`config.mk`:
```
export PLATFORM = sky130hd
export DESIGN_NAME = fifo_level
export DESIGN_NICKNAME = d
export VERILOG_FILES = /design/src/rtl/fifo_level.sv
export SDC_FILE = /design/constraint.sdc
export NUM_CORES = 2
export LEC_CHECK = 0
export BUFFER_PORTS_ARGS = -buffer_cell sky130_fd_sc_hd__buf_2
export CORE_MARGIN = 2
export CORE_UTILIZATION = 50
export CTS_BUF_LIST = sky130_fd_sc_hd__clkbuf_16
export DETAILED_ROUTE_END_ITERATION = 7
export HOLD_SLACK_MARGIN = 0.02
export PLACE_DENSITY = 0.75
export SYNTH_ARGS = -nofsm -noshare
export SYNTH_HDL_FRONTEND = slang
export SYNTH_SLANG_ARGS = --single-unit
```
`constraint.sdc`:
```
create_clock -name iCLK -period 10.55 [get_ports iCLK]
set_clock_uncertainty 0.15 [all_clocks]
set_input_delay 1.055 -clock iCLK [delete_from_list [all_inputs] [get_ports iCLK]]
set_output_delay 1.055 -clock iCLK [all_outputs]
set_load 0.05 [all_outputs]
```
`src/rtl/fifo_level.sv`:
```
// fifo_level: single-clock first-word-fall-through FIFO with arbitrary depth,
// occupancy count, programmable almost-full/almost-empty thresholds,
// full-and-pop pass-through and sticky overflow/underflow flags.
module fifo_level #(
   parameter int unsigned WIDTH     = 32,
   parameter int unsigned SIZE      = 128,
   parameter int unsigned AFULL_TH  = 120,
   parameter int unsigned AEMPTY_TH = 8
) (
   input  logic                       iCLK,
   input  logic                       iRST,
   input  logic [WIDTH-1:0]           iData,
   input  logic                       iPush,
   output logic                       oFull,
   output logic                       oAlmostFull,
   output logic [WIDTH-1:0]           oData,
   input  logic                       iPop,
   output logic                       oEmpty,
   output logic                       oAlmostEmpty,
   output logic [$clog2(SIZE+1)-1:0]  oCount,
   input  logic                       iClrErr,
   output logic                       oOverflow,
   output logic                       oUnderflow
);

   localparam int unsigned AW = $clog2(SIZE);
   localparam int unsigned CW = $clog2(SIZE+1);

   localparam logic [AW-1:0] PTR_LAST  = AW'(SIZE - 1);
   localparam logic [CW-1:0] CNT_FULL  = CW'(SIZE);
   localparam logic [CW-1:0] CNT_AFULL = CW'(AFULL_TH);
   localparam logic [CW-1:0] CNT_AEMPT = CW'(AEMPTY_TH);

   // Storage (not reset) and state registers
   logic [WIDTH-1:0] mem_q [SIZE];

   logic [AW-1:0]    wr_ptr_q, wr_ptr_d;
   logic [AW-1:0]    rd_ptr_q, rd_ptr_d;
   logic [CW-1:0]    count_q,  count_d;
   logic             empty_q,  empty_d;
   logic             full_q,   full_d;
   logic             aempty_q, aempty_d;
   logic             afull_q,  afull_d;
   logic             ovf_q,    ovf_d;
   logic             unf_q,    unf_d;

   logic             pop_ok;
   logic             push_ok;

   // Accept/reject decisions; a pop frees a slot so a full FIFO can take a push
   always_comb begin
      pop_ok  = iPop & ~empty_q;
      push_ok = iPush & (~full_q | pop_ok);
   end

   // Pointer advance with explicit wrap so any depth works
   always_comb begin
      wr_ptr_d = wr_ptr_q;
      rd_ptr_d = rd_ptr_q;
      if (push_ok) begin
         wr_ptr_d = (wr_ptr_q == PTR_LAST) ? '0 : wr_ptr_q + AW'(1);
      end
      if (pop_ok) begin
         rd_ptr_d = (rd_ptr_q == PTR_LAST) ? '0 : rd_ptr_q + AW'(1);
      end
   end

   // Next occupancy and the level flags derived from it, so flags register
   // coherently with the count and never see iPush/iPop combinationally
   always_comb begin
      count_d  = count_q + CW'(push_ok) - CW'(pop_ok);
      empty_d  = (count_d == '0);
      full_d   = (count_d == CNT_FULL);
      afull_d  = (count_d >= CNT_AFULL);
      aempty_d = (count_d <= CNT_AEMPT);
   end

   // Sticky error flags: a new event wins over a simultaneous clear
   always_comb begin
      ovf_d = ovf_q;
      unf_d = unf_q;
      if (iClrErr) begin
         ovf_d = 1'b0;
         unf_d = 1'b0;
      end
      if (iPush & ~push_ok) begin
         ovf_d = 1'b1;
      end
      if (iPop & empty_q) begin
         unf_d = 1'b1;
      end
   end

   // State registers with asynchronous reset
   always_ff @(posedge iCLK or posedge iRST) begin
      if (iRST) begin
         wr_ptr_q <= '0;
         rd_ptr_q <= '0;
         count_q  <= '0;
         empty_q  <= 1'b1;
         full_q   <= 1'b0;
         aempty_q <= 1'b1;
         afull_q  <= 1'b0;
         ovf_q    <= 1'b0;
         unf_q    <= 1'b0;
      end else begin
         wr_ptr_q <= wr_ptr_d;
         rd_ptr_q <= rd_ptr_d;
         count_q  <= count_d;
         empty_q  <= empty_d;
         full_q   <= full_d;
         aempty_q <= aempty_d;
         afull_q  <= afull_d;
         ovf_q    <= ovf_d;
         unf_q    <= unf_d;
      end
   end

   // Memory write on accepted push; contents deliberately left unreset
   always_ff @(posedge iCLK) begin
      if (push_ok) begin
         mem_q[wr_ptr_q] <= iData;
      end
   end

   // Output drive: head word is read combinationally (first-word-fall-through)
   always_comb begin
      oData        = mem_q[rd_ptr_q];
      oCount       = count_q;
      oEmpty       = empty_q;
      oFull        = full_q;
      oAlmostEmpty = aempty_q;
      oAlmostFull  = afull_q;
      oOverflow    = ovf_q;
      oUnderflow   = unf_q;
   end

endmodule

```
## Yosys cells after proc, flatten, opt, wreduce, memory -nomap -nowiden

Memories as Yosys holds them, arrays and structs flattened.
Cells that the tools add are included.

- Bits in latches: 0
- Memories kept: 1
- Register bits: 28
- Bits in writable memories: 4096
- Input port bits: 37
- Memory bits (read-only): 0
- Logic and storage cells: 37

- $lt $le $gt $ge: 2
- Equal/unequal tests: 3
- Multiply operators: 0
- Div/mod/pow operators: 0
- Shift-type cells: 0
- Mux-type cells: 7
- Reduce and logical (&&, ||, !) cells: 3
- Add/sub/neg operators: 4
- Bitwise gates (word level): 8

Memory list:

| memory | depth | bits a word | rd ports | clocked after memory_dff | write ports | line | text |
|---|---|---|---|---|---|---|---|
| mem_q | 128 | 32 | 1 | 0 | 1 | 35 | `logic [WIDTH-1:0] mem_q [SIZE];` |

Operators with widths:

| kind | count |
|---|---|
| $add 7x1->7 const B | 2 |
| $eq 7x7->1 const B | 2 |
| $mux 7 | 2 |
| $add 8x1->8 | 1 |
| $eq 8x8->1 const B | 1 |
| $ge 8x7->1 const B | 1 |
| $le 8x4->1 const B | 1 |
| $logic_not 8->1 | 1 |
| $sub 8x1->8 | 1 |
| $mux 1 | 5 |
| $and 1x1->1 | 4 |
| $reduce_bool 2->1 | 2 |
| $not 1->1 | 3 |
| $or 1x1->1 | 1 |

## Logic depth before layout (Yosys ltp)

- Depth after elaboration: 7
- Gate-level depth with buffers: 15

## Worst setup path after synthesis

No wires, ideal clock.

- Kind: input-to-reg
- From: in iPop
- To: mem mem_q[103][0] (enable)
- Stages: 8
- Arrival time: 3651 ps
- Setup time: 421 ps
- Data required time: 9979 ps
- Path slack: 6327 ps
- Cell sequence: nand2b_1 -> clkbuf_1 -> nand2_1 -> and2_1 -> clkbuf_1 -> nand4_1 -> clkbuf_1 -> nor2_1

- Longest elaborated chain between the ends: 5

Ends and longest elaborated chain:

| item | line | text |
|---|---|---|
| start: declaration | 17 | `input logic iPop,` |
| $and 1x1->1 | 52 | `pop_ok = iPop & ~empty_q;` |
| $or 1x1->1 | 53 | `push_ok = iPush & (~full_q \| pop_ok);` |
| $and 1x1->1 | 53 |  |
| $mux 1 | 121 | `if (push_ok) begin` |
| $mux 1 (implied by the code) | 122 | `mem_q[wr_ptr_q] <= iData;` |
| end: declaration | 35 |  |

Every way passes these cells.

## Worst setup path in the final report

- From: reg rd_ptr_q[0]
- To: out oData[17]

- Longest elaborated chain between the ends: 1

Ends and longest elaborated chain:

| item | line | text |
|---|---|---|
| start: declaration | 38 | `logic [AW-1:0] rd_ptr_q, rd_ptr_d;` |
| start signal: assignment | 108 | `rd_ptr_q <= rd_ptr_d;` |
| $mem_v2 128x32 | n/a |  |
| end: declaration | 16 | `output logic [WIDTH-1:0] oData,` |

Every way passes these cells.

==> results.toml <==
[run_status]
status = "complete, but fails checks"
violations = "DRC, capacitance limit, slew limit"

[logic_synthesis]
ys_types = 66
yosysSeqAreaShare_pct = 77.78
avgSynthCellArea_um2 = 20.89
yosys_most_used_dff = "edfxtp_1"
syn_area_mm2 = 0.1590
async_flop_share_pct = 0.6790
yosys_warnings = 0
synth_cells = 7614
synth_fp_nets = 7662
synth-edff-count = 4096
ys_ff_latch = 4124

[routing]
route.detailed.drc = 1
dr.pass1.iters = 8
wirelength_mm = 439.8
drt_iter0_markers = 14100
vias = 82940
via_per_inst = 6.663
ant_nets = 0
avgRoutedWirePerCell_um = 35.33

[worst_setup_path]
cp_max_fo = 42
path_delay_family = "buffers and inverters"
slowest_delay_ps = 1000
cp.depth = 10
critical_path_buf_inv_count = 4
critPathSlowestCell = "a2111oi_0"
r2r_cells = 15
crit_path_frequent_cell = "buf_4"
start_kind = "flop"
cp_data_arrival_time_ps = 6350
cp-end-kind = "primary output"
path_class = "flop to primary output"
path_cells = "buf_4, buf_4, mux4_2, mux2i_1, nor2_1, a2111oi_0, buf_4, o32ai_1, o32a_1, buf_2"
cp.required_ps = 9350

[global_route]
antenna_found_initial = 35
grtUsageTotal_pct = 26.90
grt_overflow = 0
grt_max_degree = 135
grt_pass1_vias = 81040
grt_pass1_wl_mm = 612.5

[final_layout]
nets = 7987
design_area_mm2 = 0.1784
area_growth_pct = 12.17
drive_gt1_share_pct = 22.49
post-route-util_pct = 56.23

[power_and_ir_drop]
power_density_mw_per_mm2 = 257.2
ir_worst_vdd_v = 0.0005467
pwr-share-clk_pct = 30.1
pwr-share-comb_pct = 29.5
power_mw = 45.89
internal_power_mw = 30.52
switching_share_pct = 33.49
p_switching_mw = 15.37
leakagePower_nw = 56.47
sequentialPowerShare_pct = 40.4

[floorplanning]
core_area_mm2 = 0.3173
dieArea_mm2 = 0.3226
core.rowCount = 207
die_w_um = 568.0
initial_core_util_pct = 50.13
io_pins = 83
die_h_um = 568.0

[sta]
fin_crit_sh_pct = 71.63
min_period_ps = 7557
hold_viol_final = 0
fin_setup_tns_ps = 0
hold_slack_ps = 116.7
max_freq_mhz = 132.3
slew_violations = 1
rsz0062_at_grt = "false"
slew_headroom_pct = -0.1826
tightestPinTransition_ps = 1494
setup_viol = 0

[clock_tree]
cts_tree = "done"
root_buffer = "clkbuf_16"
cts_htree_levels = 5
clock-sinks = 4124
cts-resized-gates = 0
cts_hold_buf = 0
cts_made_buffers = 387
insertion_delay_ps = 920
path_clk_slew_ps = 60
cts_setup_buffers = 0
clock_path_buffers = 4

[worst_hold_path]
min_path_type = "input port to async pin"

[placement]
hpwl_mm = 242.1
port_buffers = 82
dpl_cell_area_mm2 = 0.1659
gp_congestion = 0.8821

[job]
cap_violations = 1
## Yosys cell counts, types with 37 or more instances
cell type,number,area share [%]
a22oi_1,258,1.2
mux2_2,113,0.80
mux2i_1,786,4.9
nand2_1,139,0.33
o22ai_1,56,0.22
a221oi_1,54,0.30
a2111oi_0,44,0.24
a22o_1,41,0.23
buf_2,145,0.46
o211ai_1,37,0.17
a21boi_0,51,0.24
nor2_1,184,0.43
o21ai_0,71,0.22
mux4_2,634,9.0
buf_6,55,0.39
nand3_1,103,0.32
edfxtp_1,4096,77
clkbuf_1,155,0.37
buf_4,59,0.28
a21oi_1,183,0.58
o221ai_1,43,0.24
## metal layers
metal,GRT usage (%),up-vias,wire length [um]
met5,0,-,92
met2,41.26,6346,201500
met3,7.750,1112,63450
met1,35.69,42950,150600
li1,-,32520,-
met4,12.60,16,24130
## power groups by stage
stage / combinational (mW) / sequential [mW] / clock (mW)
after floorplan: 8.01 / 18.8 / 0
after global placement: 12.9 / 18.9 / 0
after detailed placement: 13.1 / 18.9 / 0
after CTS: 13.2 / 18.5 / 13.9
after global routing: 13.8 / 18.6 / 14.5
final: 13.5 / 18.6 / 13.8
## through the flow
step / instances / setup WS (ps)
2_1_floorplan: 7614 / 6327
3_3_place_gp: 11730 / 3793
3_5_place_dp: 11730 / 3877
4_1_cts: 12430 / 2934
5_1_grt: 12440 / 2843
6_report: 12450 / 2993
## worst paths after layout
kind / from / endpoint / slack, ps
setup / recovery: rd_ptr_q[0] / oData[17] / 2990
hold / removal: iRST / oCount[5] / 120
setup reg to reg: oEmpty / oEmpty / 5830
hold reg to reg: oEmpty / oUnderflow / 390
max in group asynchronous: iRST / rd_ptr_q[4] / 9750
min in group iCLK: iClrErr / oUnderflow / 230
## flip-flops by register name, indices dropped and copies added (netlist names), 7 cells and up
name / cells
mem_q: 4096
wr_ptr_q: 7
rd_ptr_q: 7
oCount: 8
## tightest hold or removal path: cells and delay by family
kind | cells | cell delay (ps)
buffers and inverters | 3 | 530
## cell usage in the layout, fill, tap and decap left out, types with 15 or more instances in the layout
master and instances:
o22ai_1 56, buf_12 16, a2111oi_0 38, nand2_1 134
mux2i_1 786, a31oi_1 22, clkbuf_16 395, a22oi_1 258
clkinv_2 82, a21oi_1 183, nor2_1 50, buf_2 50
clkinvlp_4 15, o32a_1 18, o21ai_0 68, nand3_1 98
a211oi_1 27, buf_4 306, bufinv_16 41, o2111ai_1 15
mux2_2 113, a22o_1 41, clkinv_1 80, a221oi_1 54
inv_1 90, edfxtp_1 4096, dfrtp_1 20, o211ai_1 37
nor2_4 131, mux4_2 634, o221ai_1 43, a21boi_0 51
## cell families (layout without fill, tap and decap cells)
group,count (synthesis),count (layout),synth area share (%)
simple gates,500,500,1.377
flops,4124,4124,77.78
other cells,0,14,0
buf+inv,457,1097,1.608
xor+xnor,12,12,0.06608
mux,1533,1533,14.72
fa+ha+maj,11,11,0.09126
compound gates,977,977,4.357
## area by class of cell
cell class / instances / area, um2
antenna: 14 / 35.03
clock buffer: 395 / 9884
clock inverter: 309 / 2616
fill: 22350 / 138900
inverter: 20 / 75.07
multi-input combinational: 3033 / 33960
sequential: 4124 / 123700
tap: 4180 / 5230
timing repair buffer: 373 / 2879
Power figures use the tool's default switching activity.
